## src/rtl/uart_rx_byte_if.sv

```systemverilog
// Byte handoff bundle between the UART receiver and its consumer.
// The receiver drives data, valid and the status pulses; the consumer drives ready.
interface uart_rx_byte_if #(
  parameter int DATA_BITS = 8
);
  logic [DATA_BITS-1:0] rx_data;
  logic                 rx_valid;
  logic                 rx_ready;
  logic                 frame_err;
  logic                 overrun;

  modport master (
    output rx_data,
    output rx_valid,
    output frame_err,
    output overrun,
    input  rx_ready
  );

  modport slave (
    input  rx_data,
    input  rx_valid,
    input  frame_err,
    input  overrun,
    output rx_ready
  );
endinterface

```

## src/rtl/uart_rx_byte.sv

```systemverilog
// 8N1-style serial receiver with a one-entry valid/ready output buffer.
// Pulses frame_err on a low stop bit and overrun when a finished byte is dropped.
module uart_rx_byte #(
  parameter int CLK_FREQ  = 50_000_000,
  parameter int BAUD      = 115200,
  parameter int DATA_BITS = 8
) (
  input  logic           sys_clk,
  input  logic           sys_rst_n,
  input  logic           uart_rx,
  uart_rx_byte_if.master rx_bus
);

  localparam int BIT_CNT = CLK_FREQ / BAUD;
  localparam int HALF    = BIT_CNT / 2;
  localparam int CNT_W   = (BIT_CNT > 1) ? $clog2(BIT_CNT) : 1;
  localparam int IDX_W   = (DATA_BITS > 1) ? $clog2(DATA_BITS) : 1;

  localparam logic [CNT_W-1:0] CNT_LAST = CNT_W'(BIT_CNT - 1);
  localparam logic [CNT_W-1:0] CNT_MID  = CNT_W'(HALF - 1);
  localparam logic [IDX_W-1:0] IDX_LAST = IDX_W'(DATA_BITS - 1);

  localparam logic [1:0] S_IDLE  = 2'd0;
  localparam logic [1:0] S_START = 2'd1;
  localparam logic [1:0] S_DATA  = 2'd2;
  localparam logic [1:0] S_STOP  = 2'd3;

  logic                 r_sync1;
  logic                 r_sync2;
  logic                 r_prev;
  logic [1:0]           r_state;
  logic [CNT_W-1:0]     r_cnt;
  logic [IDX_W-1:0]     r_idx;
  logic [DATA_BITS-1:0] r_shift;
  logic [DATA_BITS-1:0] r_data;
  logic                 r_valid;
  logic                 r_frame_err;
  logic                 r_overrun;

  logic w_rx_s;
  logic w_start_edge;
  logic w_bit_end;
  logic w_stop_good;
  logic w_stop_bad;

  assign w_rx_s       = r_sync2;
  assign w_start_edge = r_prev & ~r_sync2;
  assign w_bit_end    = (r_cnt == CNT_LAST);
  assign w_stop_good  = (r_state == S_STOP) & w_bit_end & w_rx_s;
  assign w_stop_bad   = (r_state == S_STOP) & w_bit_end & ~w_rx_s;

  // Flops reset high so the idle line never looks like a start edge.
  always_ff @(posedge sys_clk or negedge sys_rst_n) begin
    if (!sys_rst_n) begin
      r_sync1 <= 1'b1;
      r_sync2 <= 1'b1;
      r_prev  <= 1'b1;
    end else begin
      r_sync1 <= uart_rx;
      r_sync2 <= r_sync1;
      r_prev  <= r_sync2;
    end
  end

  always_ff @(posedge sys_clk or negedge sys_rst_n) begin
    if (!sys_rst_n) begin
      r_state <= S_IDLE;
      r_cnt   <= '0;
      r_idx   <= '0;
      r_shift <= '0;
    end else begin
      case (r_state)
        S_IDLE: begin
          r_cnt <= '0;
          if (w_start_edge) begin
            r_state <= S_START;
          end
        end
        S_START: begin
          // Mid-start resample rejects glitches shorter than half a bit.
          if (r_cnt == CNT_MID) begin
            r_cnt   <= '0;
            r_idx   <= '0;
            r_state <= w_rx_s ? S_IDLE : S_DATA;
          end else begin
            r_cnt <= r_cnt + 1'b1;
          end
        end
        S_DATA: begin
          if (w_bit_end) begin
            r_cnt          <= '0;
            r_shift[r_idx] <= w_rx_s;
            if (r_idx == IDX_LAST) begin
              r_state <= S_STOP;
            end else begin
              r_idx <= r_idx + 1'b1;
            end
          end else begin
            r_cnt <= r_cnt + 1'b1;
          end
        end
        S_STOP: begin
          if (w_bit_end) begin
            r_cnt   <= '0;
            r_state <= S_IDLE;
          end else begin
            r_cnt <= r_cnt + 1'b1;
          end
        end
        default: begin
          r_cnt   <= '0;
          r_state <= S_IDLE;
        end
      endcase
    end
  end

  // A same-cycle accept frees the slot, so a completing byte may replace it.
  always_ff @(posedge sys_clk or negedge sys_rst_n) begin
    if (!sys_rst_n) begin
      r_data      <= '0;
      r_valid     <= 1'b0;
      r_frame_err <= 1'b0;
      r_overrun   <= 1'b0;
    end else begin
      r_frame_err <= w_stop_bad;
      r_overrun   <= 1'b0;
      if (w_stop_good) begin
        if (!r_valid || rx_bus.rx_ready) begin
          r_data  <= r_shift;
          r_valid <= 1'b1;
        end else begin
          r_overrun <= 1'b1;
        end
      end else if (r_valid && rx_bus.rx_ready) begin
        r_valid <= 1'b0;
      end
    end
  end

  assign rx_bus.rx_data   = r_data;
  assign rx_bus.rx_valid  = r_valid;
  assign rx_bus.frame_err = r_frame_err;
  assign rx_bus.overrun   = r_overrun;

endmodule
```

## src/flat_wrapper.sv

```systemverilog
// flat-port wrapper written by rule: the top's interface ports become plain ports
module uart_rx_byte_flat 
#(
  parameter int CLK_FREQ  = 50_000_000,
  parameter int BAUD      = 115200,
  parameter int DATA_BITS = 8
)
  (sys_clk, sys_rst_n, uart_rx, rx_bus_rx_data, rx_bus_rx_valid, rx_bus_frame_err, rx_bus_overrun, rx_bus_rx_ready);
  uart_rx_byte_if #(.DATA_BITS(DATA_BITS)) rx_bus_i ();
  input  logic sys_clk;
  input  logic sys_rst_n;
  input  logic uart_rx;
  output wire logic [$bits(rx_bus_i.rx_data)-1:0] rx_bus_rx_data;
  output wire logic [$bits(rx_bus_i.rx_valid)-1:0] rx_bus_rx_valid;
  output wire logic [$bits(rx_bus_i.frame_err)-1:0] rx_bus_frame_err;
  output wire logic [$bits(rx_bus_i.overrun)-1:0] rx_bus_overrun;
  input wire logic [$bits(rx_bus_i.rx_ready)-1:0] rx_bus_rx_ready;
  assign rx_bus_rx_data = rx_bus_i.rx_data;
  assign rx_bus_rx_valid = rx_bus_i.rx_valid;
  assign rx_bus_frame_err = rx_bus_i.frame_err;
  assign rx_bus_overrun = rx_bus_i.overrun;
  assign rx_bus_i.rx_ready = rx_bus_rx_ready;
  uart_rx_byte #(.CLK_FREQ(CLK_FREQ), .BAUD(BAUD), .DATA_BITS(DATA_BITS)) u_core (.sys_clk(sys_clk), .sys_rst_n(sys_rst_n), .uart_rx(uart_rx), .rx_bus(rx_bus_i));
endmodule
```

## config.mk

```make
export PLATFORM = sky130hd
export DESIGN_NAME = uart_rx_byte_flat
export DESIGN_NICKNAME = d
export VERILOG_FILES = /design/src/rtl/uart_rx_byte_if.sv /design/src/rtl/uart_rx_byte.sv /design/src/flat_wrapper.sv
export SDC_FILE = /design/constraint.sdc
export NUM_CORES = 1
export LEC_CHECK = 0
export CAP_MARGIN = 15
export CORE_MARGIN = 10
export CORE_UTILIZATION = 40
export CTS_CLUSTER_DIAMETER = 120
export CTS_CLUSTER_SIZE = 16
export DETAILED_ROUTE_END_ITERATION = 16
export DONT_BUFFER_PORTS = 1
export GPL_ROUTABILITY_DRIVEN = 1
export PLACE_DENSITY = 0.6
export SYNTH_ARGS = -nofsm -noshare
export SYNTH_HDL_FRONTEND = slang
export SYNTH_SLANG_ARGS = --single-unit
```

## constraint.sdc

```tcl
create_clock -name sys_clk -period 1.82 [get_ports sys_clk]
set_input_delay 0.091 -clock sys_clk [delete_from_list [all_inputs] [get_ports sys_clk]]
set_output_delay 0.091 -clock sys_clk [all_outputs]
set_load 0.02 [all_outputs]
```

==> flow_metrics.tcl, run 1 <==
set metrics [dict create \
    status "finished, final reports clean" \
    crit_path_end_kind "flip-flop" \
    synth-compound-area-share_pct 4.89 \
    tightest_slew_ns 0.342 \
    io_buffers 0 \
    cp.required_ns 2.00 \
    switchingPower_mw 0.518 \
    cts_tree "done" \
    synth_top_family_by_area "simple AND/OR/NAND/NOR gates" \
    via_per_inst 5.30 \
    layout-drive-gt1-share_pct 36.9 \
    finalHoldViolations 0 \
    avgSynthCellArea_um2 12.5 \
    htreeDepth 2 \
    synth-seq-cells 36 \
    antenna_cells 0 \
    netSwitchingFraction_pct 26.6 \
    max_slew_margin_pct 77.0 \
    routabilityCongestion 0.856 \
    critPathSlowestCell "dfrtp_1" \
    grt_max_degree 37 \
    path_clk_slew_ns 0.08 \
    max_cap_violations 0 \
    fp.dieH_um 84.5 \
    drtAntennaViolNets 0 \
    path_cells "and4bb_2 > nand4_4 > buf_12 > o32a_1 > mux2_4" \
    critPathMaxFanout 9 \
    rows 23 \
    fin_crit_ns 1.79 \
    first_global_vias 1186 \
    synthSimpleGateAreaFrac_pct 19.4 \
    synth.cell_area_um2 1660 \
    clk_latency_ns 0.29 \
    syn_to_final_growth_pct 22.7 \
    drt-wirelength-per-cell_um 16.0 \
    finalMaxSlewViolations 0 \
    synth_seq_area_share_pct 54.4 \
    yosys.area.top_type_share_pct 49.7 \
    numCtsBuffers 5 \
    total_power_mw 1.94 \
    clkSinkCount 36 \
    grt_pass1_wl_um 5770 \
    synth_area_leader_cell "dfrtp_1" \
    final-instance-count-excl-fill 207 \
    dr.first_iter.drc_count 111 \
    cp.arrival_ns 1.97 \
    syn_nets 142 \
    rsz0062_at_grt "true" \
    finClkSkew_ns 0.00988 \
    post-place-cells 195 \
    root_buffer "clkbuf_8" \
    synth-xor-area-share_pct 3.69 \
    seqPwrFrac_pct 47.8 \
    nFillCells 343 \
    finalCritPeriodShare_pct 98.4 \
    die_w_um 84.5 \
    core_area_um2 4000 \
    ioPinCount 15 \
    max_freq_mhz 558 \
    syn_inst 133 \
    dieArea_um2 7130 \
    nets 165 \
    drt_first_pass_iters 4 \
    cp_slowest_stage_delay_ns 0.39 \
    final_util_pct 51.0 \
    grt_use_total_pct 9.85 \
    vdd_drop_max_mv 0.526 \
    leakagePower_nw 0.931 \
    place_hpwl_um 2310 \
    routed_wl_um 3320 \
    p_int_mw 1.42 \
    hp-class "input pin to flip-flop" \
    power_frac_clock_pct 35.6 \
    grt_antenna_before_repair 0 \
    via_count 1097 \
    holdWs_ns 0.0169 \
    startpoint_type "flip-flop" \
    yosysWarnings 0 \
    drc 0 \
    fin_setup_tns_ns 0 \
    power.density_nw_per_um2 953 \
    synth_mux_area_share_pct 11.5 \
    setup_viol 0 \
    synthTopCellsByArea "dfrtp_1 (50%), mux2_2 (12%), dfstp_2 (4.7%)" \
    cts_buffer_depth 2 \
    worstSetupPathType "flip-flop to flip-flop" \
    synth_cell_types 41 \
    initial_utilization_pct 41.5 \
    synth-adder-area-share_pct 3.77 \
    pwr-share-comb_pct 16.6 \
    overflow 0 \
]
## layout make-up
cell class | instances | area [µm²] | area share, %
flip-flops and latches | 36 | 906 | 44.4
inverters | 4 | 15.0 | 0.737
clock buffers | 6 | 72.6 | 3.56
clock inverters | 2 | 35.0 | 1.72
repair buffers | 20 | 193 | 9.45
well taps | 50 | 62.6 | 3.07
multi-input cells | 89 | 754 | 37.0
## kinds of logic (layout without fill, tap and decap cells)
family	count (synthesis)	count (layout)
simple gates	50	50
flops	36	36
mux	17	17
compound gates	10	10
buf+inv	8	32
xor+xnor	7	7
fa+ha+maj	5	5
## cell usage in the layout, fill, tap and decap left out, drive strengths merged
| cell type | count |
|---|---|
| clkbuf | 6 |
| and4b | 1 |
| inv | 4 |
| mux2 | 17 |
| o32a | 1 |
| nand2 | 5 |
| a41oi | 1 |
| xor2 | 3 |
| nor4bb | 1 |
| dfrtp | 33 |
| a22o | 2 |
| nor3b | 2 |
| a21oi | 2 |
| and3 | 1 |
| nor3 | 3 |
| bufinv | 1 |
| nor4 | 2 |
| dfstp | 3 |
| nor2b | 4 |
| nand2b | 3 |
| nand3 | 6 |
| nand4 | 2 |
| and4 | 2 |
| o41ai | 1 |
| a211o | 1 |
| xnor2 | 4 |
| nor4b | 2 |
| or3 | 1 |
| ha | 5 |
| clkinv | 1 |
| buf | 18 |
| a31oi | 1 |
| or2 | 1 |
| dlygate4sd3 | 2 |
| nor2 | 12 |
| and4bb | 1 |
| o31ai | 1 |
| nand4b | 1 |
## sequential cells by signal, indices dropped and copies added, names as in the netlist, named ones only
signal / count
u_core.r_idx: 3
u_core.r_cnt: 9
u_core.rx_bus.rx_data: 8
u_core.rx_bus.rx_valid: 1
u_core.r_sync1: 1
u_core.r_prev: 1
u_core.rx_bus.frame_err: 1
u_core.rx_bus.overrun: 1
u_core.r_state: 1
u_core.r_shift: 8
u_core.r_sync2: 1
## per-layer routing
layer	wire length, µm	part of all wire [%]	GRT usage [%]
met5	0	0	0
met4	42	1.3	3.14
met3	229	6.9	5.02
met1	1460	44	11.4
met2	1590	48	15.4
## worst max-delay path: cells and delay by family, from the launching register on
kind / cells / cell delay [ns]
compound gates: 1 / 0.36
buf+inv: 1 / 0.18
flops: 1 / 0.39
mux: 1 / 0.27
simple gates: 2 / 0.49
## cells in the mapped netlist, drive strengths merged
library cell  instances
dfrtp                33
xnor2                 4
nor4                  2
o41ai                 1
o32a                  1
and3                  1
buf                   2
nand3                 6
or2                   1
nor2b                 4
a21oi                 2
or3                   1
nor4b                 2
nand2b                3
ha                    5
nor4bb                1
a41oi                 1
nor2                 12
xor2                  3
nand4                 2
o31ai                 1
nor3b                 2
and4bb                1
a211o                 1
nand4b                1
clkbuf                2
inv                   4
a31oi                 1
a22o                  2
and4                  2
mux2                 17
nand2                 5
and4b                 1
dfstp                 3
nor3                  3
## through the flow
step / setup slack, ns / area (µm²)
floorplan: 0.0596 / 1660
global placement: -0.0192 / 1850
detailed placement: -0.0521 / 1850
CTS: 0.0176 / 2010
global route: -0.0170 / 2040
finish: 0.0293 / 2040
## power by group through the flow
stage | Sequential [mW] | Clock [mW] | Combinational, mW
2_1_floorplan | 0.938 | 0 | 0.161
3_3_place_gp | 0.925 | 0 | 0.276
3_5_place_dp | 0.929 | 0 | 0.288
4_1_cts | 0.915 | 0.704 | 0.315
5_1_grt | 0.936 | 0.748 | 0.368
6_report | 0.928 | 0.692 | 0.322
## what timing repair did
item,CTS,global route
buffers inserted,1,0
resized for setup,1,7
hold buffers,3,0
hold endpoints to repair,37,0
pin swaps,0,2
setup endpoints to repair,2,8
## final timing paths
kind	depth (start not counted)	slack, ns	from	end
min reg2reg	0	0.36	u_core.r_sync1	u_core.r_sync2
min in group asynchronous	2	0.25	sys_rst_n	u_core.r_shift[2]
min	2	0.02	rx_bus_rx_ready	u_core.rx_bus.overrun
max	5	0.03	u_core.r_cnt[3]	u_core.r_idx[0]
max reg2reg	5	0.03	u_core.r_cnt[3]	u_core.r_idx[0]
max in group asynchronous	2	1.31	sys_rst_n	u_core.r_prev
No activity file was read; power rests on OpenSTA's default activity.
==> run 2: changes to the inputs <==
--- a/config.mk
+++ b/config.mk
@@ -5,6 +5,7 @@
 export SDC_FILE = /design/constraint.sdc
 export NUM_CORES = 1
 export LEC_CHECK = 0
+export ABC_AREA = 1
 export CAP_MARGIN = 15
 export CORE_MARGIN = 10
 export CORE_UTILIZATION = 40
@@ -13,6 +14,7 @@
 export DETAILED_ROUTE_END_ITERATION = 16
 export DONT_BUFFER_PORTS = 1
 export GPL_ROUTABILITY_DRIVEN = 1
+export MAX_ROUTING_LAYER = met4
 export PLACE_DENSITY = 0.6
 export SYNTH_ARGS = -nofsm -noshare
 export SYNTH_HDL_FRONTEND = slang
==> run 2 against run 1 <==
Worst hold slack better by 0.059 ns. Sequential share of layout area is 2.7 points higher. First-iteration DRC count is 27% lower. Via count increased by 11%. Global-route usage is 0.60 points lower. Combinational power up 43%.
==> flow_metrics.tcl, run 2 <==
set metrics [dict create \
    routed_wl_um 2920 \
    max_slew_margin_pct 82.3 \
    rrSetupSlack_ns 0.31 \
    syn_inst 197 \
    status "finished, final reports clean" \
    yosys.area.top_type_share_pct 48.1 \
    postCtsResizedCells 0 \
    async_flop_share_pct 100 \
    total_power_mw 2.09 \
    ioPinCount 15 \
    nFillCells 391 \
    setup_slack_ns 0.312 \
    grt_use_met1_pct 11.2 \
    path_common_cell "nand2_1" \
    synth.cell_area_um2 1720 \
    routabilityCongestion 0.772 \
    vdd_drop_max_mv 0.418 \
    place_hpwl_um 2140 \
    finClkSkew_ns 0.00586 \
    synth_edf_count 0 \
    synthFlopType "dfrtp_1" \
    critPathTopFamily "simple AND/OR/NAND/NOR gates" \
    max_freq_mhz 663 \
    antenna_cells 0 \
    clk_latency_ns 0.28 \
    nets 215 \
    via_count 1221 \
    worstSetupPathType "flip-flop to flip-flop" \
    synth_top_family_by_area "simple AND/OR/NAND/NOR gates" \
    via_per_inst 4.75 \
    crit_path_end_kind "flip-flop" \
    largest_reg_flops 9 \
    synth-xor-area-share_pct 1.53 \
    die_w_um 85.5 \
    finalHoldViolations 0 \
    cp-endpoint "u_core.rx_bus.rx_data[7]" \
    synth.most_common_cell "nand2_1" \
    cts_buffer_depth 2 \
    critPathLaunch "u_core.r_cnt[1]" \
    synthTopCellsByArea "dfrtp_1 (48%), nand2_1 (11%), inv_1 (5.7%)" \
    tightest_slew_ns 0.263 \
    fp.dieH_um 85.5 \
    setup_viol 0 \
    finalMaxSlewViolations 0 \
    avgSynthCellArea_um2 8.72 \
    syn_to_final_growth_pct 11.6 \
    cp.required_ns 1.99 \
    synth_commonest_cells "nand2_1 (50), dfrtp_1 (33), inv_1 (26)" \
    finalCritPeriodShare_pct 82.9 \
    mostFrequentLayoutCells "nand2_1 (50), dfrtp_1 (33), inv_1 (26)" \
    dieArea_um2 7320 \
    grt_use_total_pct 9.25 \
    syn_nets 206 \
    cp_slowest_stage_delay_ns 0.39 \
    cts_tree "done" \
    synth_area_leader_cell "dfrtp_1" \
    path_depth 9 \
    final-instance-count-excl-fill 257 \
    r2r-end "u_core.rx_bus.rx_data[7]" \
    layout_commonest_cell "nand2_1" \
    synth_cell_types 25 \
    reg2regPathDepth 9 \
    synth_seq_area_share_pct 52.7 \
    synthSimpleGateAreaFrac_pct 25.3 \
    initial_utilization_pct 42.0 \
    grt_antenna_before_repair 0 \
    critPathSlowestCell "dfrtp_1" \
    synth-seq-cells 36 \
    layout-drive-gt1-share_pct 16.4 \
    htreeDepth 2 \
    critPathMaxFanout 17 \
    rsz0062_at_grt "false" \
    design_area_um2 1920 \
    cp.arrival_ns 1.68 \
    synth-adder-area-share_pct 3.64 \
    grt.busiest_layer "met2" \
    clkSinkCount 36 \
    yosysWarnings 0 \
    grt_max_degree 37 \
    path_clk_slew_ns 0.07 \
    placed_area_um2 1770 \
    overflow 0 \
    drc 0 \
    drt-wirelength-per-cell_um 11.3 \
    synth_mux_area_share_pct 0 \
    post-place-cells 246 \
    path_cells "inv_1 > ha_1 > nand2_1 > nor2_2 > nand2_4 > nor2_4 > nand3_4 > nand2_1 > o21ai_2" \
    numCtsBuffers 5 \
    grt_pass1_wl_um 5530 \
    regMostFlops "u_core.r_cnt" \
    place_ws_ns 0.302 \
    core_area_um2 4090 \
    fin_setup_tns_ns 0 \
    power.density_nw_per_um2 1090 \
    io_buffers 0 \
    reg2reg_from "u_core.r_cnt[1]" \
    crit_buf_inv 1 \
    fin_crit_ns 1.51 \
    max_cap_violations 0 \
    leakagePower_nw 0.893 \
    synth-compound-area-share_pct 9.40 \
    rows 23 \
    root_buffer "clkbuf_8" \
    drtAntennaViolNets 0 \
    hp-class "input pin to flip-flop" \
    met2_usage_pct 13.8 \
    grtUsageMet3_pct 3.78 \
    dr.first_iter.drc_count 81 \
    first_global_vias 1217 \
    startpoint_type "flip-flop" \
    drt_first_pass_iters 4 \
]
-- run 2: cell types whose count changed after synthesis, sizes merged, moves of 2 or more --
| cell | delta |
|---|---|
| nor4b | -2 |
| nor2 | +12 |
| clkbuf | -2 |
| nand2b | -3 |
| nand2 | +49 |
| mux2 | -17 |
| inv | +27 |
| a21oi | +4 |
| nand3 | +5 |
| o21ai | +19 |
| and4 | -2 |
| a22o | -2 |
| xnor2 | -3 |
| nor2b | -4 |
-- run 2: tightest hold or removal path, cell delays in order --
cell and delay (ns):
inv_1 0.03, nand2_1 0.11, nand2_1 0.09
-- run 2: report_power, final --
part / switching, mW / leakage, nW / internal (mW) / total [mW]
Combinational: 0.310 / 0.351 / 0.151 / 0.461
Sequential: 0.0886 / 0.487 / 0.865 / 0.954
Clock: 0.268 / 0.0552 / 0.406 / 0.675
Total: 0.667 / 0.893 / 1.42 / 2.09
-- run 2: logic make-up after synthesis --
family                   after synthesis
AO/OA/AOI/OAI                         26
adder cells (fa/ha/maj)                5
XOR/XNOR                               3
buffers and inverters                 32
flip-flops                            36
AND/OR/NAND/NOR                       95
-- run 2: metal layers --
layer | vias to the layer above | share of wire [%] | routed length (µm)
met5 | - | 0 | 0
met4 | 0 | 0 | 0
met3 | 0 | 6.3 | 183
met2 | 18 | 45 | 1300
met1 | 568 | 49 | 1430
li1 | 635 | - | -
-- run 2: worst min-delay path by stage --
stage                                 endpoint  slack, ns  cells after the start       startpoint
finish                  u_core.rx_bus.rx_valid       0.08                      3  rx_bus_rx_ready
global route            u_core.rx_bus.rx_valid       0.08                      3  rx_bus_rx_ready
CTS                     u_core.rx_bus.rx_valid       0.07                      3  rx_bus_rx_ready
detailed placement           u_core.r_state[0]      -0.20                      0        sys_rst_n
global placement             u_core.r_state[0]      -0.20                      0        sys_rst_n
floorplan           asynchronous set/reset pin      -0.20                      0        sys_rst_n
-- run 2: repair_timing --
action,in CTS,in global routing
buffers inserted,0,0
hold buffers,3,0
hold endpoints to repair,37,0
-- run 2: area by class of cell --
type,instances,area [µm²],area share [%]
clock buffer,6,72.6,3.79
timing repair buffer,3,40.0,2.09
inverter,31,116,6.07
clock inverter,2,35.0,1.83
multi-input combinational,129,686,35.8
sequential,36,905,47.2
tap,50,62.6,3.26
-- run 2: metrics by stage --
stage          hold slack (ns)  utilization [%]
3_3_place_gp            -0.203             43.3
4_1_cts                 0.0733             46.9
3_5_place_dp            -0.203             43.3
6_report                0.0761             46.9
5_1_grt                 0.0830             46.9
2_1_floorplan           -0.205                -
